[src/rtl/lrsc_probe_guard.sv]
// Coherence probe guard: stalls probes that hit the LR-reserved line and kills the
// reservation when a probe is forwarded onto it. Macro LRSC_PROBE_TIMEOUT_EN bounds HOLD to HOLD_MAX cycles.
module lrsc_probe_guard #(
  parameter int ADDR_W  = 34,
  parameter int PARAM_W = 2
`ifdef LRSC_PROBE_TIMEOUT_EN
  ,
  parameter int HOLD_MAX = 24
`endif
) (
  input  logic               clk,
  input  logic               reset,
  input  logic               probe_in_valid,
  output logic               probe_in_ready,
  input  logic [ADDR_W-1:0]  probe_in_addr,
  input  logic [PARAM_W-1:0] probe_in_param,
  output logic               probe_out_valid,
  input  logic               probe_out_ready,
  output logic [ADDR_W-1:0]  probe_out_addr,
  output logic [PARAM_W-1:0] probe_out_param,
  input  logic               lrsc_valid,
  input  logic [ADDR_W-1:0]  lrsc_addr,
  output logic               invalidate,
  output logic               hold_active
);

  typedef enum logic [1:0] {
    ST_IDLE = 2'd0,
    ST_HOLD = 2'd1,
    ST_FWD  = 2'd2
  } state_t;

  state_t state_r;
  logic   in_match_s;
  logic   out_match_s;
  logic   fire_s;
  logic   hold_exit_s;

`ifdef LRSC_PROBE_TIMEOUT_EN
  localparam logic [4:0] HOLD_LAST = 5'(HOLD_MAX - 1);
  logic [4:0] hold_cnt_r;

  // Cycles spent in HOLD for the current probe; cleared once the probe is handed off.
  always_ff @(posedge clk) begin
    if (reset) begin
      hold_cnt_r <= 5'd0;
    end else if (state_r == ST_HOLD) begin
      hold_cnt_r <= hold_cnt_r + 5'd1;
    end else if (fire_s) begin
      hold_cnt_r <= 5'd0;
    end else begin
      hold_cnt_r <= hold_cnt_r;
    end
  end
`endif

  // Reservation match against incoming / captured address, handshake and HOLD exit decode.
  always_comb begin
    in_match_s  = lrsc_valid & (probe_in_addr == lrsc_addr);
    out_match_s = lrsc_valid & (probe_out_addr == lrsc_addr);
    fire_s      = probe_out_valid & probe_out_ready;
`ifdef LRSC_PROBE_TIMEOUT_EN
    if (out_match_s && (hold_cnt_r != HOLD_LAST)) begin
      hold_exit_s = 1'b0;
    end else begin
      hold_exit_s = 1'b1;
    end
`else
    hold_exit_s = ~out_match_s;
`endif
  end

  // Forwarding onto a still-live reservation must break it so the pending SC fails.
  assign invalidate = fire_s & out_match_s;

  // Probe FSM with registered handshake and status outputs.
  always_ff @(posedge clk) begin
    if (reset) begin
      state_r         <= ST_IDLE;
      probe_in_ready  <= 1'b1;
      probe_out_valid <= 1'b0;
      hold_active     <= 1'b0;
      probe_out_addr  <= {ADDR_W{1'b0}};
      probe_out_param <= {PARAM_W{1'b0}};
    end else begin
      case (state_r)
        ST_IDLE: begin
          if (probe_in_valid && probe_in_ready) begin
            probe_out_addr  <= probe_in_addr;
            probe_out_param <= probe_in_param;
            probe_in_ready  <= 1'b0;
            if (in_match_s) begin
              state_r     <= ST_HOLD;
              hold_active <= 1'b1;
            end else begin
              state_r         <= ST_FWD;
              probe_out_valid <= 1'b1;
            end
          end else begin
            state_r <= ST_IDLE;
          end
        end
        ST_HOLD: begin
          if (hold_exit_s) begin
            state_r         <= ST_FWD;
            hold_active     <= 1'b0;
            probe_out_valid <= 1'b1;
          end else begin
            state_r <= ST_HOLD;
          end
        end
        ST_FWD: begin
          // A reservation appearing now does not re-hold; it only arms invalidate.
          if (probe_out_ready) begin
            state_r         <= ST_IDLE;
            probe_out_valid <= 1'b0;
            probe_in_ready  <= 1'b1;
          end else begin
            state_r <= ST_FWD;
          end
        end
        default: begin
          state_r         <= ST_IDLE;
          probe_in_ready  <= 1'b1;
          probe_out_valid <= 1'b0;
          hold_active     <= 1'b0;
        end
      endcase
    end
  end

endmodule

[config.mk]
export PLATFORM = sky130hd
export DESIGN_NAME = lrsc_probe_guard
export DESIGN_NICKNAME = d
export VERILOG_FILES = /design/src/rtl/lrsc_probe_guard.sv
export SDC_FILE = /design/constraint.sdc
export NUM_CORES = 1
export LEC_CHECK = 0
export ABC_AREA = 1
export CAP_MARGIN = 20
export CORE_MARGIN = 5
export CORE_UTILIZATION = 40
export DETAILED_ROUTE_END_ITERATION = 10
export PLACE_DENSITY_LB_ADDON = 0.2
export SLEW_MARGIN = 40
export SYNTH_ARGS = -nofsm -noshare
export SYNTH_HDL_FRONTEND = slang
export SYNTH_SLANG_ARGS = --single-unit
[constraint.sdc]
create_clock -name clk -period 3.1 [get_ports clk]
set_input_delay 0.775 -clock clk [delete_from_list [all_inputs] [get_ports clk]]
set_output_delay 0.775 -clock clk [all_outputs]
set_load 0.02 [all_outputs]
# Word-level counts from Yosys, hierarchy flattened
# Index checks and enable logic that the tools add are counted.
# word_totals
elab_cells,44
out_inout_bits,40
regBits,41
# classes
reduce_logical,6
muxes,17
bitwise,6
n_eq_ne,9
# op_table
cell,count
34-bit == test,2
2-bit != test (second input constant),5
1-bit two-way mux,9
1-bit one-hot mux with 3 select lines,3
2-bit two-way mux,4
4-bit AND reduction,2
2-bit one-hot mux with 3 select lines,1
1-bit bitwise AND,4
3-bit AND reduction,1
2-bit by 1-bit == test with 1-bit output (second input constant),1
2-bit == test (second input constant),1
2-bit zero test,1
1-bit NOT,2
2-bit AND reduction,1
1-bit logical AND,1

# Depth between registers and ports, before layout
# logic_depth
depth_word,5
depth_mapped,13
ltp_nobuf,13

# Least setup slack after synthesis
# Ideal clock, no wire load.
# synth_timing
kind,input to output
startpoint,input port lrsc_addr[7]
endpoint,output port invalidate
arrival_time_ps,1866
path_stages,10
slack_ps,459
required_time_ps,2325
cell_sequence,inv_1 -> nand2_1 -> nand2_1 -> nor2_1 -> nand2_1 -> nor3_1 -> nand2_1 -> nor2_2 -> nand2_1 -> nor3_1
# synth_via
elab_chain_len,3
# synth_rtl
element,line,rtl
start: declaration,22,"input logic [ADDR_W-1:0] lrsc_addr,"
34-bit == test,60,out_match_s = lrsc_valid & (probe_out_addr == lrsc_addr);
1-bit bitwise AND,60,
1-bit bitwise AND,74,assign invalidate = fire_s & out_match_s;
end: declaration,23,"output logic invalidate,"
# Every way passes these cells.

# Worst setup path after layout
# layout_timing
startpoint,input port lrsc_addr[9]
endpoint,output port invalidate
# Same word-level chain as after synthesis.

==> results_dict.tcl <==
set metrics [dict create \
    status "complete, but fails checks" \
    violations "negative setup slack" \
    cts_buffer_depth 2 \
    worstMarginPinSlew_ns 0.388 \
    async_flop_share_pct 0 \
    clkSlewWorstSetupHoldPaths_ns 0.09 \
    grt_pass1_wl_um 20300 \
    syn_area_per_cell_um2 5.47 \
    rows 32 \
    synth_seq_area_share_pct 25.9 \
    finish.utilization_pct 66.2 \
    drt-total-wl_um 12900 \
    seqCellArea_um2 821 \
    drv_cap 0 \
    vias 4280 \
    syn-cell-area_um2 3160 \
    route.antenna.remaining_nets 0 \
    ys.flop_type "dfxtp_1" \
    post_drt_wl_per_cell_um 14.8 \
    setup-tns-final_ns -0.0445 \
    portBuffers 114 \
    finalNetCount 842 \
    power_density_nw_per_um2 363 \
    core_um2 7730 \
    crit_fanout 3 \
    final-setup-viol-count 1 \
    grt-ovfl-total 0 \
    vdd_drop_max_mv 0.188 \
    timing.final.crit_share_pct 101 \
    root_buffer "clkbuf_8" \
    dp_hpwl_um 10400 \
    gp_congestion 0.961 \
    grt_start_max_net_pins 49 \
    n_antenna_cell 0 \
    die_area_um2 9790 \
    grt_pass1_vias 4172 \
    synth-edff-count 0 \
    path_cells "clkdlybuf4s50_1 > inv_1 > nand2_1 > nor3b_2 > nand3_1 > nor2_2 > nand2_2 > nor3_2 > buf_4" \
    finalWorstPathRequiredPeriod_ns 3.14 \
    postCtsHoldBufs 0 \
    postLayoutSetupSlackWorst_ns -0.0445 \
    critPathLaunchType "primary input" \
    synth_cell_types 28 \
    cp.arrival_ns 2.37 \
    layout-drive-gt1-share_pct 15.5 \
    finClkSkew_ns 0.00926 \
    fillers 731 \
    route.detailed.drc 0 \
    clkSinkCount 41 \
    antenna_found_initial 0 \
    ys_seq_elements 41 \
    max_freq_mhz 318 \
    via_per_inst 4.92 \
    syn_nets 654 \
    max_stage_delay_ns 0.50 \
    multi_input_comb_area_um2 1930 \
    numCtsBuffers 5 \
    critPathRequiredTime_ns 2.32 \
    die_w_um 98.9 \
    max-slew-margin-rel_pct 74.2 \
    clk_latency_ns 0.30 \
    rsz0062_at_grt "yes" \
    whs_ns 0.482 \
    ios 115 \
    ctsHtreeMaxLevel 2 \
    cts_tree "yes" \
    hold_path_class "reg2reg" \
    first_pass_iters 5 \
    groute.usage.overall_pct 25.8 \
    crit_type "in2out" \
    leakagePower_uw 0.00263 \
    maxSlewViolCount 0 \
    crit_slowest_cell "clkdlybuf4s50_1" \
    drt_iter0_markers 269 \
    end_kind "primary output" \
    syn_inst 579 \
    ys_warn_count 0 \
    die_h_um 98.9 \
    syn_to_final_growth_pct 61.8 \
    start_util_pct 40.9 \
    pre_cts_ws_ns -0.590 \
    hold_viol_final 0 \
]
==> path summary, 6_finish.rpt <==
kind,startpoint,end,slack (ns),depth (start not counted)
worst max-delay path,lrsc_addr[9],invalidate,-0.04,9
worst min-delay path,hold_active,hold_active,0.48,2
worst max register to register,probe_out_addr[7],hold_active,0.30,24
worst min register to register,hold_active,hold_active,0.48,2
==> Yosys cell counts, types with 2 or more instances <==
cell type,count,area (um2)
nand3_1,19,95.1
nand4_1,17,106
nor3_1,5,25.0
nor3b_1,3,22.5
dfxtp_1,41,821
buf_2,3,15.0
o22ai_1,2,12.5
inv_2,6,22.5
nor2_1,59,221
a21oi_2,2,17.5
inv_1,101,379
xnor2_1,8,70.1
nor2_2,2,12.5
nand2_1,203,762
o21ai_0,50,250
a21oi_1,36,180
xor2_1,3,26.3
clkbuf_2,2,10.0
clkbuf_1,6,22.5
or2_2,3,18.8
==> logic make-up (layout without fill, tap and decap cells) <==
group	count (synthesis)	count (layout)	synth area share, %
buf+inv	119	308	14.4
compound gates	91	91	14.7
flops	41	41	25.9
xor+xnor	11	11	3.04
simple gates	317	317	41.9
==> sequential cells by signal, summed over array words and instances, names as in the netlist <==
signal	count
hold_active	1
probe_in_ready	1
probe_out_addr	34
probe_out_param	2
probe_out_valid	1
state_r	2
==> power breakdown <==
group	leakage, uW	switching, uW	total, uW	internal, uW
Sequential	0.000339	56.1	640	584
Clock	0.0000554	205	447	242
Combinational	0.00224	411	769	358
Total	0.00263	672	1860	1180
==> what timing repair did <==
| action | 4_1_cts | 5_1_grt |
|---|---|---|
| gates resized for setup | 36 | 13 |
| pin swaps | 14 | 10 |
| endpoints found under the setup margin | 1 | 3 |
| endpoints found under the hold margin | 0 | 0 |
| buffers inserted | 20 | 2 |
==> per-stage QoR <==
stage	cell area, um2	total power [uW]	std cells
2_1_floorplan	3160	1000	579
3_3_place_gp	4820	1390	840
3_5_place_dp	4820	1400	840
4_1_cts	5080	1860	868
5_1_grt	5120	1970	870
6_report	5120	1860	870
==> critical path, delay by kind of cell <==
family                 cells  cell delay, ns
AND/OR/NAND/NOR            6            0.82
buffers and inverters      3            0.77
==> cells in the final DEF, fill, tap and decap left out, drive strengths merged, types with 4 or more instances in the layout <==
master         synthesis  routed
clkdlybuf4s50          0      86
xnor2                  8       8
dlygate4sd2            0      21
nor2                  61      61
or2                    4       4
nand3                 20      20
nand2                203     203
dlymetal6s2s           0       5
nor3                   7       7
nand4                 17      17
dfxtp                 41      41
a21oi                 38      38
buf                    4      80
o21ai                 51      51
clkbuf                 8       7
inv                  107     107
==> layer usage <==
layer  GRT usage (%)  vias to the layer above  wire (um)
li1                -                     2173          -
met1            34.3                     1878       5540
met2            43.0                      195       5990
met3            4.39                       34        988
met4            6.93                        0        346
met5               0                        -          0
==> area by class of cell <==
class	instances	area share (%)
clock inverter	2	0.758
multi-input combinational	419	37.7
timing repair buffer	193	33.7
tap	102	2.49
inverter	107	7.85
sequential	41	16.0
clock buffer	6	1.42
No activity file was read; power rests on OpenSTA's default activity.
==> RTL change (config.mk and constraints unchanged) <==
Set the parameter `ADDR_W` to 38 (it was 34).
--- a/src/rtl/lrsc_probe_guard.sv
+++ b/src/rtl/lrsc_probe_guard.sv
@@ -2,5 +2,5 @@
 // reservation when a probe is forwarded onto it. Macro LRSC_PROBE_TIMEOUT_EN bounds HOLD to HOLD_MAX cycles.
 module lrsc_probe_guard #(
-  parameter int ADDR_W  = 34,
+  parameter int ADDR_W  = 38,
   parameter int PARAM_W = 2
 `ifdef LRSC_PROBE_TIMEOUT_EN
Interface: changed (resized lrsc_addr, probe_in_addr and probe_out_addr); port bits go from 115 to 127. The function was not compared with the original's and may differ.
==> RTL change against the unedited design <==
Sequential share of layout area increased by 0.13 points; register-to-register slack improved by 180 ps; final area increased by 8.8%; worst setup slack improved by 80 ps; clock skew about the same; area after synthesis increased by 6.3%; sequential cell count increased by 4; total power increased by 12%; routed wire length increased by 11%; via count increased by 8.2%; non-clock buffer count increased by 17; largest cell class unchanged; highest routed layer unchanged.
==> RTL change: results (changes against the unedited design) <==
* Count of vias placed by the detailed router: 4632 (was 4280)
- The wire length on met1 was 5980 µm (was 5540 µm).
* Gates resized, CTS repair: 53 (was 36)
- Switching portion of total power: 36.5% (was 36.2%)
- The final-stage net count came to 900 (was 842).
- The adder-cell share of the synthesized area is 0% (unchanged).
* Global-route wire length before repair: 22300 µm (was 20300 µm)
- Met1 demand-to-capacity share in global routing: 34.4% (was 34.3%)
* Biggest cell delay along the critical path: 480 ps (was 500 ps)
- Result of the run: finished clean (was complete, but fails checks).
- Distinct cells, synth: 24 (was 28)
- The total wire length after detailed routing came to 14300 µm (was 12900 µm).
- The routed wire length on met3 is 1220 µm (was 988 µm).
- Leak Pwr: 2.89 nW (was 2.63 nW)
- The fraction of layout cells with a size suffix above 1 came to 16.9% (was 15.5%).
- The global router's overall resource usage was 27.6% (was 25.8%).
- The relative contribution of combinational cells to total power is 42.1% (was 41.4%).
* Routing usage on met2: 47.0% (was 43.0%)
- Post-Synth XOR/XNOR Area: 4.95% (was 3.04%)
- Seq/Total Area, Yosys: 26.8% (was 25.9%)
- The via count of the first global-routing pass was 4681 (was 4172).
* IO buf count: 126 (was 114)
- Top post-synthesis cells by area: dfxtp_1, nand2_1, inv_1, nor2_1, o21ai_0 (was dfxtp_1, nand2_1, inv_1, o21ai_0, nor2_1)
- Maximum number of pins on one net before global-route repair: 45 (was 49)
- The instance count after placement with tap cells included is 891 (was 840).
* Core box area: 8220 µm² (was 7730 µm²)
- The fraction of met3 tracks used by global routing was 6.34% (was 4.39%).
- The post-placement setup slack came to -623 ps (was -590 ps).
* Arrival time worst endpoint: 2290 ps (was 2370 ps)
* Post-synth top cells: nand2_1, inv_1, nor2_1 (unchanged)
* Worst Skew: 8.79 ps (was 9.26 ps)
- The mean routed wirelength per cell is 15.5 µm (was 14.8 µm).
* Synth Area in Compound Gates: 12.9% (was 14.7%)
- Slew at the pin with the worst max-slew slack: 614 ps (was 388 ps)
- The setup fix buffers added after clock tree synthesis was 24 (was 20).
* Detailed Route Iter0 Violations: 287 (was 269)
* Antenna violations before repair: 0 (unchanged)
- Largest registers in the final layout: probe_out_addr x38, probe_out_param x2, state_r x2 (was probe_out_addr x34, probe_out_param x2, state_r x2)
- Cell internal pwr: 1.32 mW (was 1.18 mW)
- The maximum resistive drop on vdd came to 0.195 mV (was 0.188 mV).
- The net count after synthesis is 695 (was 654).
- The amount of wire on met2 after detailed routing is 6620 µm (was 5990 µm).
-- RTL change: layout make-up --
cell class | instances | area [µm²]
clock buffer | 6 | 82.6
clock inverter | 2 | 37.5
fill | 763 | 2650
inverter | 96 | 360
multi-input combinational | 459 | 2180
sequential | 45 | 901
tap | 105 | 131
timing repair buffer | 210 | 1880
-- RTL change: path summary, 6_finish.rpt --
| check | endpoint | slack [ps] | cells past startpoint | startpoint |
|---|---|---|---|---|
| worst max-delay path | invalidate | 40 | 10 | lrsc_addr[24] |
| worst min-delay path | hold_active$_SDFFE_PP0P_ | 480 | 2 | hold_active$_SDFFE_PP0P_ |
| worst max register to register | probe_out_valid$_SDFFE_PP0P_ | 480 | 22 | probe_out_addr[23]$_SDFFE_PP0P_ |
| worst min register to register | hold_active$_SDFFE_PP0P_ | 480 | 2 | hold_active$_SDFFE_PP0P_ |
